**src/rtl/instruction_fetch_pkg.sv**
```systemverilog
// instruction_fetch_pkg: shared IF-stage state type, bubble instruction and PC width.
package instruction_fetch_pkg;
  localparam int PC_W = 32;
  localparam logic [31:0] NOP_INSTR = 32'h0000_0013;
  typedef enum logic [1:0] {BOOT, FETCH, DISCARD} if_state_t;
  function automatic logic [PC_W-1:0] pc_inc(input logic [PC_W-1:0] p);
    return p + PC_W'(4);
  endfunction
endpackage

```
**src/rtl/instruction_fetch_ifid_register.sv**
```systemverilog
// ifid_register: IF/ID pipeline register plus one-entry hold buffer for words completed under stall.
module ifid_register
  import instruction_fetch_pkg::*;
#(
  parameter logic [31:0] NOP_INSTR = instruction_fetch_pkg::NOP_INSTR
) (
  input  logic            clk,
  input  logic            rst,
  input  logic            stall,
  input  logic            flush,
  input  logic            capture,
  input  logic [31:0]     word,
  input  logic [PC_W-1:0] word_pc,
  output logic [31:0]     instruction,
  output logic [PC_W-1:0] pc_out,
  output logic [PC_W-1:0] pc_plus4,
  output logic            valid,
  output logic            hold_full
);
  logic [31:0]     hold_word;
  logic [PC_W-1:0] hold_pc;
  always_ff @(posedge clk) begin
    if (rst) begin
      instruction <= NOP_INSTR;
      pc_out      <= '0;
      valid       <= 1'b0;
      hold_full   <= 1'b0;
      hold_word   <= NOP_INSTR;
      hold_pc     <= '0;
    end else if (flush) begin
      instruction <= NOP_INSTR;
      valid       <= 1'b0;
      hold_full   <= 1'b0;
    end else if (stall) begin
      if (capture) begin
        hold_word <= word;
        hold_pc   <= word_pc;
        hold_full <= 1'b1;
      end
    end else if (hold_full) begin
      instruction <= hold_word;
      pc_out      <= hold_pc;
      valid       <= 1'b1;
      hold_full   <= 1'b0;
    end else if (capture) begin
      instruction <= word;
      pc_out      <= word_pc;
      valid       <= 1'b1;
    end else begin
      instruction <= NOP_INSTR;
      valid       <= 1'b0;
    end
  end
  assign pc_plus4 = pc_inc(pc_out);
endmodule

```
**src/rtl/instruction_fetch.sv**
```systemverilog
// instruction_fetch: IF stage with BOOT/FETCH/DISCARD fetch FSM, PC and redirect handling.
// Optional IF_MISALIGN_CHECK_EN flags redirects whose target is not word aligned.
module instruction_fetch
  import instruction_fetch_pkg::*;
#(
  parameter logic [31:0] RESET_PC  = 32'h0000_0000,
  parameter logic [31:0] NOP_INSTR = instruction_fetch_pkg::NOP_INSTR
) (
  input  logic            CLK,
  input  logic            RESET,
  input  logic            STALL,
  input  logic            FLUSH,
  input  logic [PC_W-1:0] BRANCH_TARGET,
  output logic            IMEM_READ,
  output logic [PC_W-1:0] IMEM_ADDRESS,
  input  logic [31:0]     IMEM_READDATA,
  input  logic            IMEM_BUSYWAIT,
  output logic [31:0]     INSTRUCTION,
  output logic [PC_W-1:0] PC_OUT,
  output logic [PC_W-1:0] PC_PLUS4_OUT,
  output logic            VALID_OUT,
  output logic            MISALIGNED_FAULT
);
  if_state_t       state, state_next;
  logic [PC_W-1:0] pc, pc_next, addr, addr_next, target;
  logic            hold_full, done, busy_read;
  assign target    = {BRANCH_TARGET[PC_W-1:2], 2'b00};
  assign IMEM_READ = (state == FETCH && !hold_full) || state == DISCARD;
  assign busy_read = IMEM_READ && IMEM_BUSYWAIT;
  assign done      = state == FETCH && IMEM_READ && !IMEM_BUSYWAIT && !FLUSH;
  // The address bus only moves once the outstanding read has completed.
  always_comb begin
    pc_next    = FLUSH ? target : done ? pc_inc(pc) : pc;
    state_next = busy_read ? (FLUSH ? DISCARD : state) : FETCH;
    addr_next  = state_next == DISCARD ? addr : pc_next;
  end
  always_ff @(posedge CLK) begin
    if (RESET) begin
      state <= BOOT;
      pc    <= RESET_PC;
      addr  <= RESET_PC;
    end else begin
      state <= state_next;
      pc    <= pc_next;
      addr  <= addr_next;
    end
  end
  assign IMEM_ADDRESS = addr;
`ifdef IF_MISALIGN_CHECK_EN
  always_ff @(posedge CLK) begin
    if (RESET) MISALIGNED_FAULT <= 1'b0;
    else if (FLUSH && |BRANCH_TARGET[1:0]) MISALIGNED_FAULT <= 1'b1;
  end
`else
  logic unused_target_lsbs;
  assign unused_target_lsbs = ^BRANCH_TARGET[1:0];
  assign MISALIGNED_FAULT   = 1'b0;
`endif
  ifid_register #(.NOP_INSTR(NOP_INSTR)) u_ifid (
    .clk        (CLK),
    .rst        (RESET),
    .stall      (STALL),
    .flush      (FLUSH),
    .capture    (done),
    .word       (IMEM_READDATA),
    .word_pc    (addr),
    .instruction(INSTRUCTION),
    .pc_out     (PC_OUT),
    .pc_plus4   (PC_PLUS4_OUT),
    .valid      (VALID_OUT),
    .hold_full  (hold_full)
  );
endmodule

```
**config.mk**
```make
export PLATFORM = sky130hd
export DESIGN_NAME = instruction_fetch
export DESIGN_NICKNAME = d
export VERILOG_FILES = /design/src/rtl/instruction_fetch_pkg.sv /design/src/rtl/instruction_fetch_ifid_register.sv /design/src/rtl/instruction_fetch.sv
export SDC_FILE = /design/constraint.sdc
export NUM_CORES = 1
export LEC_CHECK = 0
export BUFFER_PORTS_ARGS = -buffer_cell sky130_fd_sc_hd__buf_4
export CAP_MARGIN = 20
export CORE_UTILIZATION = 45
export CTS_CLUSTER_SIZE = 28
export DETAILED_ROUTE_END_ITERATION = 6
export GPL_TIMING_DRIVEN = 0
export PLACE_DENSITY = 0.69
export SETUP_SLACK_MARGIN = 0.1
export SYNTH_ARGS = -nofsm -noshare
export SYNTH_HDL_FRONTEND = slang
export SYNTH_SLANG_ARGS = --single-unit
```
**constraint.sdc**
```tcl
create_clock -name CLK -period 6.5 [get_ports CLK]
set_input_delay 0.65 -clock CLK [delete_from_list [all_inputs] [get_ports CLK]]
set_output_delay 0.65 -clock CLK [all_outputs]
set_load 0.05 [all_outputs]
```
==> impl_metrics.toml, run 1 <==
[setup_path]
required_ps = 5850
crit_type = "reg2out"
cp_data_arrival_time_ps = 2470
crit_chain = "ha_1 -> nand3_1 -> nor2_1 -> nand2b_1 -> or3_1 -> xnor2_1 -> buf_4"
end_kind = "output port"
reg2reg_setup_slack_ps = 4040
crit_path_start = "u_ifid.pc_out[2]"
slowest_stage = "dfxtp_1"
cpPeakStageDelay_ps = 420
reg2reg_to = "IMEM_ADDRESS[28]"
rr_worst_depth = 7
crit_path_start_kind = "flip-flop"
rr_startpoint = "u_ifid.hold_full"
critPathMaxFanout = 6
cp-endpoint = "PC_PLUS4_OUT[24]"

[drt]
first_pass_iters = 5
wire_per_inst_um = 16.1
wirelength_um = 23900
ant_nets = 0
via_per_inst = 5.29
drc = 0
vias = 7832
drt_iter0_markers = 423

[pwr]
p_per_area_nw_per_um2 = 249
p_comb_share_pct = 13.4
clkPwrFrac_pct = 39.2
p_leak_nw = 4.22
internal_power_mw = 1.95
p_sw_share_pct = 28.6
vdd_drop_max_v = 0.000191
p_seq_share_pct = 47.4
p_sw_uw = 780
finalPower_mw = 2.73

[floorplanning]
die_area_um2 = 19700
dieHeight_um = 140
die-width_um = 140
initial_utilization_pct = 46.0
io_pins = 200
num_rows = 50
core_um2 = 18700

[logic_synthesis]
syn_area_um2 = 8610
yosysSeqAreaShare_pct = 45.6
synth-seq-cells = 196
synth.area.top_cells = "dfxtp_1 46%, nand2_1 8.6%, mux2i_1 7.9%"
yosys_most_used_dff = "dfxtp_1"
postSynthCellCount = 1019
synth_area_per_cell_um2 = 8.45
synth_warnings = 0
synth_top_area_share_pct = 45.6
synth_cell_types = 54
synth_most_common_cell = "nand2_1"
synthesis.nets = 1090
synthTopCellsByCount = "197 x nand2_1, 196 x dfxtp_1, 73 x a21oi_1, 68 x mux2i_1, 65 x nor2_1"
synth_edf_count = 0
synthArstFlopShare_pct = 0
synth_area_leader_cell = "dfxtp_1"

[min_path]
hp-class = "in2reg"

[place]
hpwlAfterDp_um = 17900
io_buffers = 195
postPlaceCellArea_um2 = 10400
gp_congestion = 0.889

[global_route]
antenna_found_initial = 0
track_usage_pct = 24.3
gr-total-overflow = 0
grt_max_degree = 19
grt_pass1_wl_um = 38000
grt_pass1_vias = 7399

[clocking]
path_clk_slew_ps = 70
cts_tree = "yes"
cts_hold_buf = 0
root_buffer = "clkbuf_16"
clockBufferDepth = 2
post-cts-setup-buffers = 0
cts-buffers-inserted = 17
clock-sinks = 196
clock_latency_ps = 430
htree_levels = 4
cts-resized-gates = 0

[final_layout]
nets = 1304
area_delta_synth_final_pct = 27.4
diodes = 0
drive_above_1_share_pct = 20.4
final_cell_area_um2 = 11000
utilization_pct = 58.6

[sta]
finalCritPeriodShare_pct = 48.1
setup_viol = 0
worstMarginPinSlew_ps = 948
fmax_ghz = 0.320
slew_headroom_pct = 36.4
drv_slew = 0
fin_crit_ps = 3120
hold_viol_final = 0
clock-skew-final_ps = 8.37
rsz0062_at_grt = "no"
fin_hold_ws_ps = 439
tns_ps = 0

[run_status]
status = "complete, no violations"

[run]
maxCapViolations = 0
## critical path, delay by kind of cell (launching register included)
kind,cells,cell delay [ps]
flops,1,420
simple gates,4,1030
buf+inv,1,220
fa+ha+maj,1,220
xor+xnor,1,150
## cell families after synthesis
logic type	share of synthesized area, %
buffers and inverters	4.08
adders and majority gates	0.291
xor gates and xnor gates	3.86
AOI/OAI and AO/OA	14.1
muxes	8.69
and+or+nand+nor	23.4
DFF	45.6
other	0.0435
## power groups by stage
stage | Sequential, mW | Clock (mW) | Combinational, mW
after floorplan | 1.39 | 0 | 0.156
after global placement | 1.32 | 0 | 0.364
after detailed placement | 1.32 | 0 | 0.366
after CTS | 1.29 | 1.09 | 0.367
after global routing | 1.30 | 1.13 | 0.392
final | 1.30 | 1.07 | 0.366
## area by class of cell
cell class	instances	area, um2
inverters	14	52.6
repair buffers	195	1460
multi-input cells	738	4340
fillers	1735	7740
plain buffers	71	299
clock inverters	15	174
flip-flops and latches	196	3920
well taps	234	293
clock buffers	17	425
## how the worst min path moves through the flow
stage,end,cells past startpoint,start
4_1_cts,u_ifid.hold_word[1],3,IMEM_READDATA[1]
2_1_floorplan,pc[0],1,pc[0]
6_report,u_ifid.hold_word[1],3,IMEM_READDATA[1]
3_5_place_dp,u_ifid.valid,2,u_ifid.valid
3_3_place_gp,u_ifid.valid,2,u_ifid.valid
5_1_grt,u_ifid.hold_word[0],3,IMEM_READDATA[0]
## metrics by stage
stage / setup WS (ps) / instances
2_1_floorplan: 3230 / 1019
3_3_place_gp: 3580 / 1448
3_5_place_dp: 3590 / 1448
4_1_cts: 3340 / 1480
5_1_grt: 3170 / 1480
6_report: 3380 / 1480
## registers in the layout, indices dropped and copies added, names as in the netlist
| signal | count |
|---|---|
| IMEM_ADDRESS | 32 |
| pc | 32 |
| u_ifid.hold_pc | 32 |
| u_ifid.hold_word | 32 |
| u_ifid.instruction | 32 |
| u_ifid.pc_out | 32 |
| state | 2 |
| u_ifid.hold_full | 1 |
| u_ifid.valid | 1 |
## placed cells by master, fill, tap and decap left out, drive strengths merged, types with 11 or more instances in the layout
cell    netlist  final
nor4         14     14
and2         11     11
xor2         14     14
nand4        15     15
a211oi       32     32
nor2b        17     17
inv          14     19
o21ai        44     44
nand2       197    197
clkbuf       57     74
buf          14    209
a21oi        73     73
nand3        33     33
nor2         65     65
nor3         38     38
dfxtp       196    196
mux2i        68     68
xnor2        24     24
## routing by layer
layer  wire (um)  share of wire (%)  global-route usage, %
met1       10800                 45                   30.7
met2       11200                 47                   41.3
met3        1560                6.5                   6.05
met4         301                1.3                   6.19
met5           0                  0                      0
Power figures use the tool's default switching activity.
==> inputs of run 2 (changes only) <==
--- a/config.mk
+++ b/config.mk
@@ -11,7 +11,7 @@
 export CTS_CLUSTER_SIZE = 28
 export DETAILED_ROUTE_END_ITERATION = 6
 export GPL_TIMING_DRIVEN = 0
-export PLACE_DENSITY = 0.69
+export PLACE_DENSITY = 0.71
 export SETUP_SLACK_MARGIN = 0.1
 export SYNTH_ARGS = -nofsm -noshare
 export SYNTH_HDL_FRONTEND = slang
==> constraint.sdc (replaced) <==
create_clock -name CLK -period 2.7 [get_ports CLK]
set_input_delay 0.27 -clock CLK [delete_from_list [all_inputs] [get_ports CLK]]
set_output_delay 0.27 -clock CLK [all_outputs]
set_load 0.05 [all_outputs]
==> run 2 against run 1 <==
Total power rose by 150%. Register-to-register slack worse by 3800 ps. Die area is the same. Cell count did not move. Routed wire length is 0.63% lower. Largest cell class unchanged. Critical path depth shrank 1. Combinational power increased by 140%. Global-route usage is 0.056 points lower. Setup slack worse by 3200 ps. Clock skew shrank 0.75 ps. Clock power grew to 2.5 times the previous value.
==> impl_metrics.toml, run 2 (synthesis results as in run 1) <==
[place]
gp_congestion = 0.891
hpwlAfterDp_um = 17900
dp_cells = 1448
io_buffers = 195

[floorplanning]
die_area_um2 = 19700
initial_utilization_pct = 46.0
core_um2 = 18700
io_pins = 200
num_rows = 50
die-width_um = 140
dieHeight_um = 140

[setup_path]
critPathMaxFanout = 7
end_kind = "output port"
crit_type = "reg2out"
required_ps = 2430
crit_path_start_kind = "flip-flop"
cp_data_arrival_time_ps = 2270

[global_route]
track_usage_pct = 24.2
grt_pass1_vias = 7191
antenna_found_initial = 0
grt_pass1_wl_um = 37700
gr-total-overflow = 0
grt_max_degree = 17

[min_path]
hp-class = "in2reg"

[sta]
rsz0062_at_grt = "yes"
hold_viol_final = 0
finalCritPeriodShare_pct = 94.2
clock-skew-final_ps = 7.63
drv_slew = 0
tns_ps = 0
setup_viol = 0
fmax_ghz = 0.393
fin_hold_ws_ps = 48.3
worstMarginPinSlew_ps = 773
slew_headroom_pct = 48.5
fin_crit_ps = 2540

[final_layout]
finalNonFillerCells = 1480
multi_input_area_um2 = 4470
nets = 1305
final_common_cell = "buf_4"
fillCellCount = 1707
register_area_um2 = 3930
area_delta_synth_final_pct = 29.5
diodes = 0
drive_above_1_share_pct = 22.3
layout_common_cells = "200 x buf_4, 197 x nand2_1, 191 x dfxtp_1"

[clocking]
cts-buffers-inserted = 17
clock_latency_ps = 440
cts_hold_buf = 0
path_clk_slew_ps = 70
clockBufferDepth = 2
htree_levels = 4
cts_tree = "yes"
clock-sinks = 196
root_buffer = "clkbuf_16"

[pwr]
finalPower_mw = 6.73
p_per_area_nw_per_um2 = 604
vdd_drop_max_v = 0.000488
p_leak_nw = 4.32

[drt]
drt_iter0_markers = 471
wl_met1_um = 11200
wire_per_inst_um = 16.0
via_per_inst = 5.32
first_pass_iters = 4
ant_nets = 0
dr.max_layer_used = "met4"
wl_met2_um = 10900
drc = 0
vias = 7870
dr_wl_met3_um = 1250
wirelength_um = 23700

[run]
maxCapViolations = 0

[run_status]
status = "complete, no violations"
[run 2: cell type report]
class | instances | area share, %
flip-flops and latches | 196 | 35.2
plain buffers | 71 | 2.68
clock buffers | 20 | 4.10
well taps | 234 | 2.63
multi-input cells | 738 | 40.1
inverters | 14 | 0.471
repair buffers | 196 | 13.2
clock inverters | 11 | 1.57
[run 2: stage by stage]
stage                     utilization [%]  area [um2]  setup slack, ps
after global placement               55.9       10500             99.0
final                                59.6       11200              158
after CTS                            59.4       11100             92.7
after floorplan                         -        8700              101
after detailed placement             55.9       10500             80.5
after global routing                 59.6       11200             23.4
[run 2: report_power, final]
part,internal [mW],switching (mW)
Combinational,0.313,0.580
Clock,1.60,1.11
Sequential,3.00,0.127
[run 2: repair_timing]
item	CTS	global route
endpoints found under the setup margin	5	43
resized for setup	5	11
pin swaps	1	0
setup buffers	1	0
[run 2: metal layers]
layer | GRT usage [%] | vias up
li1 | - | 3987
met1 | 33.3 | 3598
met2 | 38.2 | 249
met3 | 4.92 | 36
met4 | 7.46 | 0
met5 | 0 | -
[run 2: final timing paths]
check | from | to | slack, ps | depth (start not counted)
hold reg to reg | u_ifid.valid | u_ifid.valid | 440 | 2
setup / recovery | u_ifid.pc_out[9] | PC_PLUS4_OUT[28] | 160 | 6
hold / removal | IMEM_READDATA[0] | u_ifid.hold_word[0] | 50 | 3
setup reg to reg | u_ifid.hold_full | IMEM_ADDRESS[26] | 250 | 7
[run 2: critical path, cell delays in order (launching register included)]
cell and delay (ps):
dfxtp_2 380, and4_1 220, nand4_1 250, nand2b_4 260, nor4_1 360, xor2_2 160
buf_4 200
